### src/rtl/alu_serial_seq.sv
// alu_serial_seq: LSB-first bit-serial ALU sequencer feeding an external logic/arith extender slice.
// Optional Z/N/V flags built only when ALU_FLAGS_EN is defined; latency WIDTH+1 cycles, start ignored while busy.
module alu_serial_seq #(
   parameter int WIDTH = 8
) (
   input  logic             clk,
   input  logic             rst_n,
   input  logic             start,
   input  logic [2:0]       op,
   input  logic [WIDTH-1:0] a_in,
   input  logic [WIDTH-1:0] b_in,
   output logic             busy,
   output logic             done,
   output logic [WIDTH-1:0] result,
   output logic             cout,
   output logic             ai,
   output logic             bi,
   output logic             s0,
   output logic             s1,
   output logic             M,
   input  logic             xi,
   input  logic             yi,
   output logic             flag_z,
   output logic             flag_n,
   output logic             flag_v
);
   localparam int CW = $clog2(WIDTH);

   typedef enum logic [1:0] {S_IDLE = 2'd0, S_RUN = 2'd1, S_DONE = 2'd2} state_t;

   state_t           r_state;
   logic [WIDTH-1:0] r_a_sh;
   logic [WIDTH-1:0] r_b_sh;
   logic [CW-1:0]    r_cnt;
   logic             r_carry;
   logic             r_busy;
   logic             r_done;
   logic [WIDTH-1:0] r_result;
   logic             r_cout;
   logic             r_M;
   logic             r_s1;
   logic             r_s0;

   logic             w_run;
   logic             w_last;
   logic             w_bit;
   logic             w_carry_nxt;
   logic [WIDTH-1:0] w_res_nxt;

   assign w_run       = (r_state == S_RUN);
   assign w_last      = (r_cnt == CW'(WIDTH - 1));
   assign w_bit       = xi ^ yi ^ (r_carry & r_M);
   assign w_carry_nxt = r_M & ((xi & yi) | (xi & r_carry) | (yi & r_carry));
   // Result bits fill the vacated top of the A shifter, so after WIDTH shifts it holds the whole result.
   assign w_res_nxt   = {w_bit, r_a_sh[WIDTH-1:1]};

   assign ai     = w_run & r_a_sh[0];
   assign bi     = w_run & r_b_sh[0];
   assign busy   = r_busy;
   assign done   = r_done;
   assign result = r_result;
   assign cout   = r_cout;
   assign M      = r_M;
   assign s1     = r_s1;
   assign s0     = r_s0;

   always_ff @(posedge clk or negedge rst_n) begin
      if (!rst_n) begin
         r_state  <= S_IDLE;
         r_a_sh   <= '0;
         r_b_sh   <= '0;
         r_cnt    <= '0;
         r_carry  <= 1'b0;
         r_busy   <= 1'b0;
         r_done   <= 1'b0;
         r_result <= '0;
         r_cout   <= 1'b0;
         r_M      <= 1'b0;
         r_s1     <= 1'b0;
         r_s0     <= 1'b0;
      end else begin
         case (r_state)
            S_IDLE: begin
               r_done <= 1'b0;
               if (start) begin
                  r_a_sh  <= a_in;
                  r_b_sh  <= b_in;
                  r_M     <= op[2];
                  r_s1    <= op[1];
                  r_s0    <= op[0];
                  r_carry <= op[2] & (op[1] ^ op[0]);
                  r_cnt   <= '0;
                  r_busy  <= 1'b1;
                  r_state <= S_RUN;
               end
            end
            S_RUN: begin
               r_a_sh  <= w_res_nxt;
               r_b_sh  <= {1'b0, r_b_sh[WIDTH-1:1]};
               r_carry <= w_carry_nxt;
               r_cnt   <= r_cnt + CW'(1);
               if (w_last) begin
                  r_result <= w_res_nxt;
                  r_cout   <= w_carry_nxt;
                  r_done   <= 1'b1;
                  r_state  <= S_DONE;
               end
            end
            S_DONE: begin
               r_done  <= 1'b0;
               r_busy  <= 1'b0;
               r_state <= S_IDLE;
            end
            default: begin
               r_done  <= 1'b0;
               r_busy  <= 1'b0;
               r_state <= S_IDLE;
            end
         endcase
      end
   end

`ifdef ALU_FLAGS_EN
   logic r_flag_z;
   logic r_flag_n;
   logic r_flag_v;
   logic w_c_msb;

   // While the MSB is being formed, the live carry is the carry into the MSB.
   assign w_c_msb = r_carry;

   always_ff @(posedge clk or negedge rst_n) begin
      if (!rst_n) begin
         r_flag_z <= 1'b0;
         r_flag_n <= 1'b0;
         r_flag_v <= 1'b0;
      end else if (w_run && w_last) begin
         r_flag_z <= (w_res_nxt == '0);
         r_flag_n <= w_res_nxt[WIDTH-1];
         r_flag_v <= r_M & (w_c_msb ^ w_carry_nxt);
      end
   end

   assign flag_z = r_flag_z;
   assign flag_n = r_flag_n;
   assign flag_v = r_flag_v;
`else
   assign flag_z = 1'b0;
   assign flag_n = 1'b0;
   assign flag_v = 1'b0;
`endif

endmodule
### config.mk
export PLATFORM = sky130hd
export DESIGN_NAME = alu_serial_seq
export DESIGN_NICKNAME = d
export VERILOG_FILES = /design/src/rtl/alu_serial_seq.sv
export SDC_FILE = /design/constraint.sdc
export NUM_CORES = 1
export LEC_CHECK = 0
export CAP_MARGIN = 10
export CELL_PAD_IN_SITES_DETAIL_PLACEMENT = 1
export CELL_PAD_IN_SITES_GLOBAL_PLACEMENT = 2
export CORE_MARGIN = 1.5
export CORE_UTILIZATION = 34
export CTS_BUF_LIST = sky130_fd_sc_hd__clkbuf_8
export CTS_CLUSTER_SIZE = 30
export DETAILED_ROUTE_END_ITERATION = 16
export PLACE_DENSITY_LB_ADDON = 0.1
export SLEW_MARGIN = 20
export SYNTH_ARGS = -nofsm -noshare
export SYNTH_HDL_FRONTEND = slang
export SYNTH_SLANG_ARGS = --single-unit
### constraint.sdc
create_clock -name clk -period 3.4 [get_ports clk]
set_input_delay 0.68 -clock clk [delete_from_list [all_inputs] [get_ports clk]]
set_output_delay 0.68 -clock clk [all_outputs]
set_load 0.05 [all_outputs]
======== Yosys cells after proc, flatten, opt, wreduce, memory -nomap -nowiden ========
Cells that the tools add are included.
word-level totals
  bits in registers ....................... 36
  bits in latches ......................... 0
  RAM bits ................................ 0
  memory bits (read-only) ................. 0
  bits of input ports ..................... 24
  output and inout port bits .............. 19
  memories ................................ 0
cells by class
  add/subtract/negate cells ............... 1
  multiply operators ...................... 0
  divide/modulo/power cells ............... 0
  $lt $le $gt $ge ......................... 0
  eq/ne operators ......................... 4
  shift-type cells ........................ 0
  muxes and demuxes ....................... 15
  bitwise logic cells ..................... 14
  reductions and logical operators ........ 7
operators by type and width
  cell                 number
  $pmux 8 s2           2
  $mux 8               2
  $reduce_and 2->1     5
  $and 1x1->1          8
  $pmux 3 s2           1
  $mux 1               4
  $mux 2               2
  $pmux 1 s2           2
  $pmux 2 s2           1
  $add 3x1->3 const B  1
  $eq 3x3->1 const B   1
  $mux 3               1
  $xor 1x1->1          3
  $eq 2x1->1 const B   1
  $logic_not 2->1      1
  $ne 2x1->1 const B   1
  $ne 2x2->1 const B   1
  $or 1x1->1           2
  $reduce_bool 2->1    1
  $not 1->1            1

======== Depth between registers and ports, before layout ========
  depth in word-level cells ............... 5
  gate-level depth with buffers ........... 6
  depth with buffers taken out ............ 5

======== Least setup slack after synthesis ========
No wires, ideal clock.
  kind .................................... register to output
  start point ............................. register r_state[0]
  end point ............................... output ai
  arrival time ............................ 1,197 ps
  required time ........................... 2,720 ps
  slack ................................... 1,523 ps
  stages on the path, launching flop included .. 5
  cell sequence ........................... dfrtp_1 > buf_6 > buf_6 > and2b_4 > and2_1
between the ends
  word-level cells in the longest chain between the ends .. 2
ends and longest elaborated chain
  what                    line  source
  from (decl)             31    state_t r_state;
  from (signal assigned)  69    r_state <= S_IDLE;
  from (signal assigned)  94    r_state <= S_RUN;
  from (signal assigned)  106   r_state <= S_DONE;
  $eq 2x1->1              50    assign w_run = (r_state == S_RUN);
  $and 1x1->1             57    assign ai = w_run & r_a_sh[0];
  to (decl)               16    output logic ai,
No other way between the ends.

======== Worst setup path in the final report ========
  start point ............................. register r_state[1]
  end point ............................... output ai
Same word-level chain as after synthesis.

==> flow_summary.toml <==
[worst_setup_path]
crit_path_cell_trace = "and2b_4 -> and2_1 -> clkdlybuf4s50_1"
critical_path.startpoint_type = "flop"
cp_top_family = "buffers and inverters"
critical_path_cell_count = 3
criticalPathCategory = "flop to output pin"
cp-end-kind = "output pin"
cp_slowest_cell = "sky130_fd_sc_hd__clkdlybuf4s50_1"
worst_r2r_path_depth = 4
worstPathMaxFanout = 5
critical-path-max-stage-delay_ns = 0.80
worstPathArrival_ns = 1.88
critPathBufInv = 1
critical_path_required_ns = 2.72

[logic_synthesis]
postSynthAreaPerCell_um2 = 11.5
synth.yosys.warnings = 0
synth_area_um2 = 1690
register_bit_count_reported_by_yosys = 36
synth.yosys.seq_area_share_pct = 53.3
post-synth-top-area-fraction_pct = 53.3
synth_async_sr_flop_share_pct = 100
dominantRegCellSynth = "sky130_fd_sc_hd__dfrtp_1"
synth.top_cells.by_area = "sky130_fd_sc_hd__dfrtp_1 53%, sky130_fd_sc_hd__o21ai_0 5.0%, sky130_fd_sc_hd__a22oi_1 4.9%, sky130_fd_sc_hd__nand2_1 4.7%, sky130_fd_sc_hd__buf_6 4.0%"
synthDistinctLibCells = 30
synthesized_instance_count = 147
yosysTopAreaCell = "sky130_fd_sc_hd__dfrtp_1"
synth_enable_flop_cells = 0

[placed_design]
finalWeightedCongestion = 0.670
io_buffer_count = 39
detailedPlacementHpwl_mm = 2.71
place_area_um2 = 2070

[drt]
ant_nets = 0
drtIter0Drc = 31
vias_per_cell = 4.83
number_of_detailed_routing_iterations_run_before_antenna_repair = 4
wirelength_mm = 3.83
route.detailed.drc = 0
wl_per_cell_um = 15.2
via_count = 1216

[global_routing]
grt-ovfl-total = 0
grt_usage_pct = 15.8
vias_in_the_first_global_route = 1272
grt_start_max_net_pins = 37
grt_pass1_wl_mm = 6.25
grt_antenna_before_repair = 0

[timing]
slew_headroom_pct = 46.6
clock_skew_ns = 0.00680
tightestPinTransition_ns = 0.800
max_freq_ghz = 0.391
fin_crit_period_ns = 2.56
rsz0062_at_grt = "false"
layout_worst_path_cycle_share_pct = 75.2
final_max_slew_viol_count = 0
setup-violations-final = 0
total_negative_slack_for_setup_checks_ns = 0
hold_viol_final = 0

[clocking]
cts_h_tree_depth = 2
cell_chosen_for_the_clock_root = "sky130_fd_sc_hd__clkbuf_8"
clk_latency_ns = 0.29
cts_buffers = 5
post-cts-setup-buffers = 0
postCtsHoldBufs = 0
numClockSinks = 36
cts_tree = "done"
max_clock_buf_depth = 2
cts.repair.resized = 0
cts.clk_slew.worst_paths_ns = 0.07

[cells_and_area]
final-seq-area_um2 = 901
layout.nets = 212
antennaDiodeCount = 0
synthToLayoutAreaGrowth_pct = 27.3
finish.instance_area_um2 = 2150
post_route_cells_drive_above_1_share_pct = 13.0
fill_cells = 543
multiInputGateArea_um2 = 674
fin_util_pct = 45.3

[status]
status = "complete, no violations"

[job]
max_cap_viol_count = 0

[floorplan]
floorplan.die.height_um = 73.5
num_io_pins = 43
design.die.area_um2 = 5400
core-area_um2 = 4750
initial_core_util_pct = 35.6
row_count = 25
floorplan.die.width_um = 73.5

[power_and_ir_drop]
power_per_cell_area_nw_per_um2 = 955
p_leak_uw = 0.000942
max-vdd-ir-drop_v = 0.000379

[worst_hold_path]
timing.hold.worst.class = "input pin to asynchronous set/reset pin"
Yosys cell counts (2+ instances only):
cell	number
sky130_fd_sc_hd__and2_1	2
sky130_fd_sc_hd__nand2_1	21
sky130_fd_sc_hd__a22o_1	2
sky130_fd_sc_hd__xor2_1	2
sky130_fd_sc_hd__buf_4	4
sky130_fd_sc_hd__buf_6	6
sky130_fd_sc_hd__a21oi_1	4
sky130_fd_sc_hd__dfrtp_1	36
sky130_fd_sc_hd__ha_1	3
sky130_fd_sc_hd__nor2_1	5
sky130_fd_sc_hd__and3b_1	3
sky130_fd_sc_hd__o21ai_1	4
sky130_fd_sc_hd__inv_1	4
sky130_fd_sc_hd__buf_2	2
sky130_fd_sc_hd__a22oi_1	11
sky130_fd_sc_hd__o21ai_0	17
sky130_fd_sc_hd__mux2_2	6
sky130_fd_sc_hd__mux2_4	3
routing by layer:
layer | track usage [%] | up-vias | wire (um)
met5 | 0 | - | 0
met4 | 6.17 | 0 | 59
met3 | 4.53 | 6 | 177
met2 | 25.4 | 30 | 1870
met1 | 20.1 | 598 | 1730
li1 | - | 582 | -
metrics by stage:
| stage | total power, uW | setup WS [ns] | cells | hold slack (ns) |
|---|---|---|---|---|
| 2_1_floorplan | 1490 | 1.52 | 149 | 0.384 |
| 3_3_place_gp | 1750 | 1.15 | 245 | 0.455 |
| 3_5_place_dp | 1800 | 1.14 | 245 | 0.468 |
| 4_1_cts | 2080 | 0.813 | 252 | 0.484 |
| 5_1_grt | 2200 | 0.757 | 252 | 0.507 |
| 6_report | 2050 | 0.843 | 252 | 0.479 |
area by class of cell:
class	instances	share of cell area, %
Timing Repair Buffer	41	18.6
Multi-Input combinational cell	97	31.3
Inverter	4	0.698
Clock inverter	2	0.407
Sequential cell	36	41.9
Tap cell	67	3.90
Clock buffer	5	3.20
cell families after synthesis:
logic type	share of synthesized area (%)
AOI/OAI and AO/OA	16.7
xor gates and xnor gates	1.04
adders and majority gates	2.22
buffers and inverters	7.25
DFF	53.3
muxes	6.66
other	0.222
and+or+nand+nor	12.7
where the power goes:
part | switching, uW | internal (uW)
logic | 628 | 399
clock network | 142 | 136
registers | 124 | 626
total | 894 | 1160
path summary, 6_finish.rpt:
path	endpoint	slack, ns	from
max	ai	0.84	r_state[1]
min	done	0.48	rst_n
max reg2reg	result[1]	1.86	r_cnt[0]
min reg2reg	r_b_sh[0]	0.48	r_b_sh[0]
max in group asynchronous	result[3]	2.41	rst_n
min in group clk	r_b_sh[0]	0.48	r_b_sh[0]
cells in the final DEF, fill, tap and decap left out, types with 4 or more instances in the layout:
| master | count |
|---|---|
| sky130_fd_sc_hd__a22oi_1 | 11 |
| sky130_fd_sc_hd__mux2_2 | 6 |
| sky130_fd_sc_hd__nand2_1 | 21 |
| sky130_fd_sc_hd__a21oi_1 | 4 |
| sky130_fd_sc_hd__clkdlybuf4s50_1 | 38 |
| sky130_fd_sc_hd__o21ai_1 | 4 |
| sky130_fd_sc_hd__o21ai_0 | 17 |
| sky130_fd_sc_hd__inv_1 | 5 |
| sky130_fd_sc_hd__clkbuf_8 | 5 |
| sky130_fd_sc_hd__dfrtp_1 | 36 |
| sky130_fd_sc_hd__nor2_1 | 5 |
registers in the layout, indices dropped and copies added (netlist names):
name and flops:
s1 1, s0 1, r_cnt 3, r_b_sh 8
r_carry 1, r_a_sh 8, r_state 2, done 1
M 1, result 8, cout 1, busy 1
Note: power is estimated with default switching activity, not from simulation.
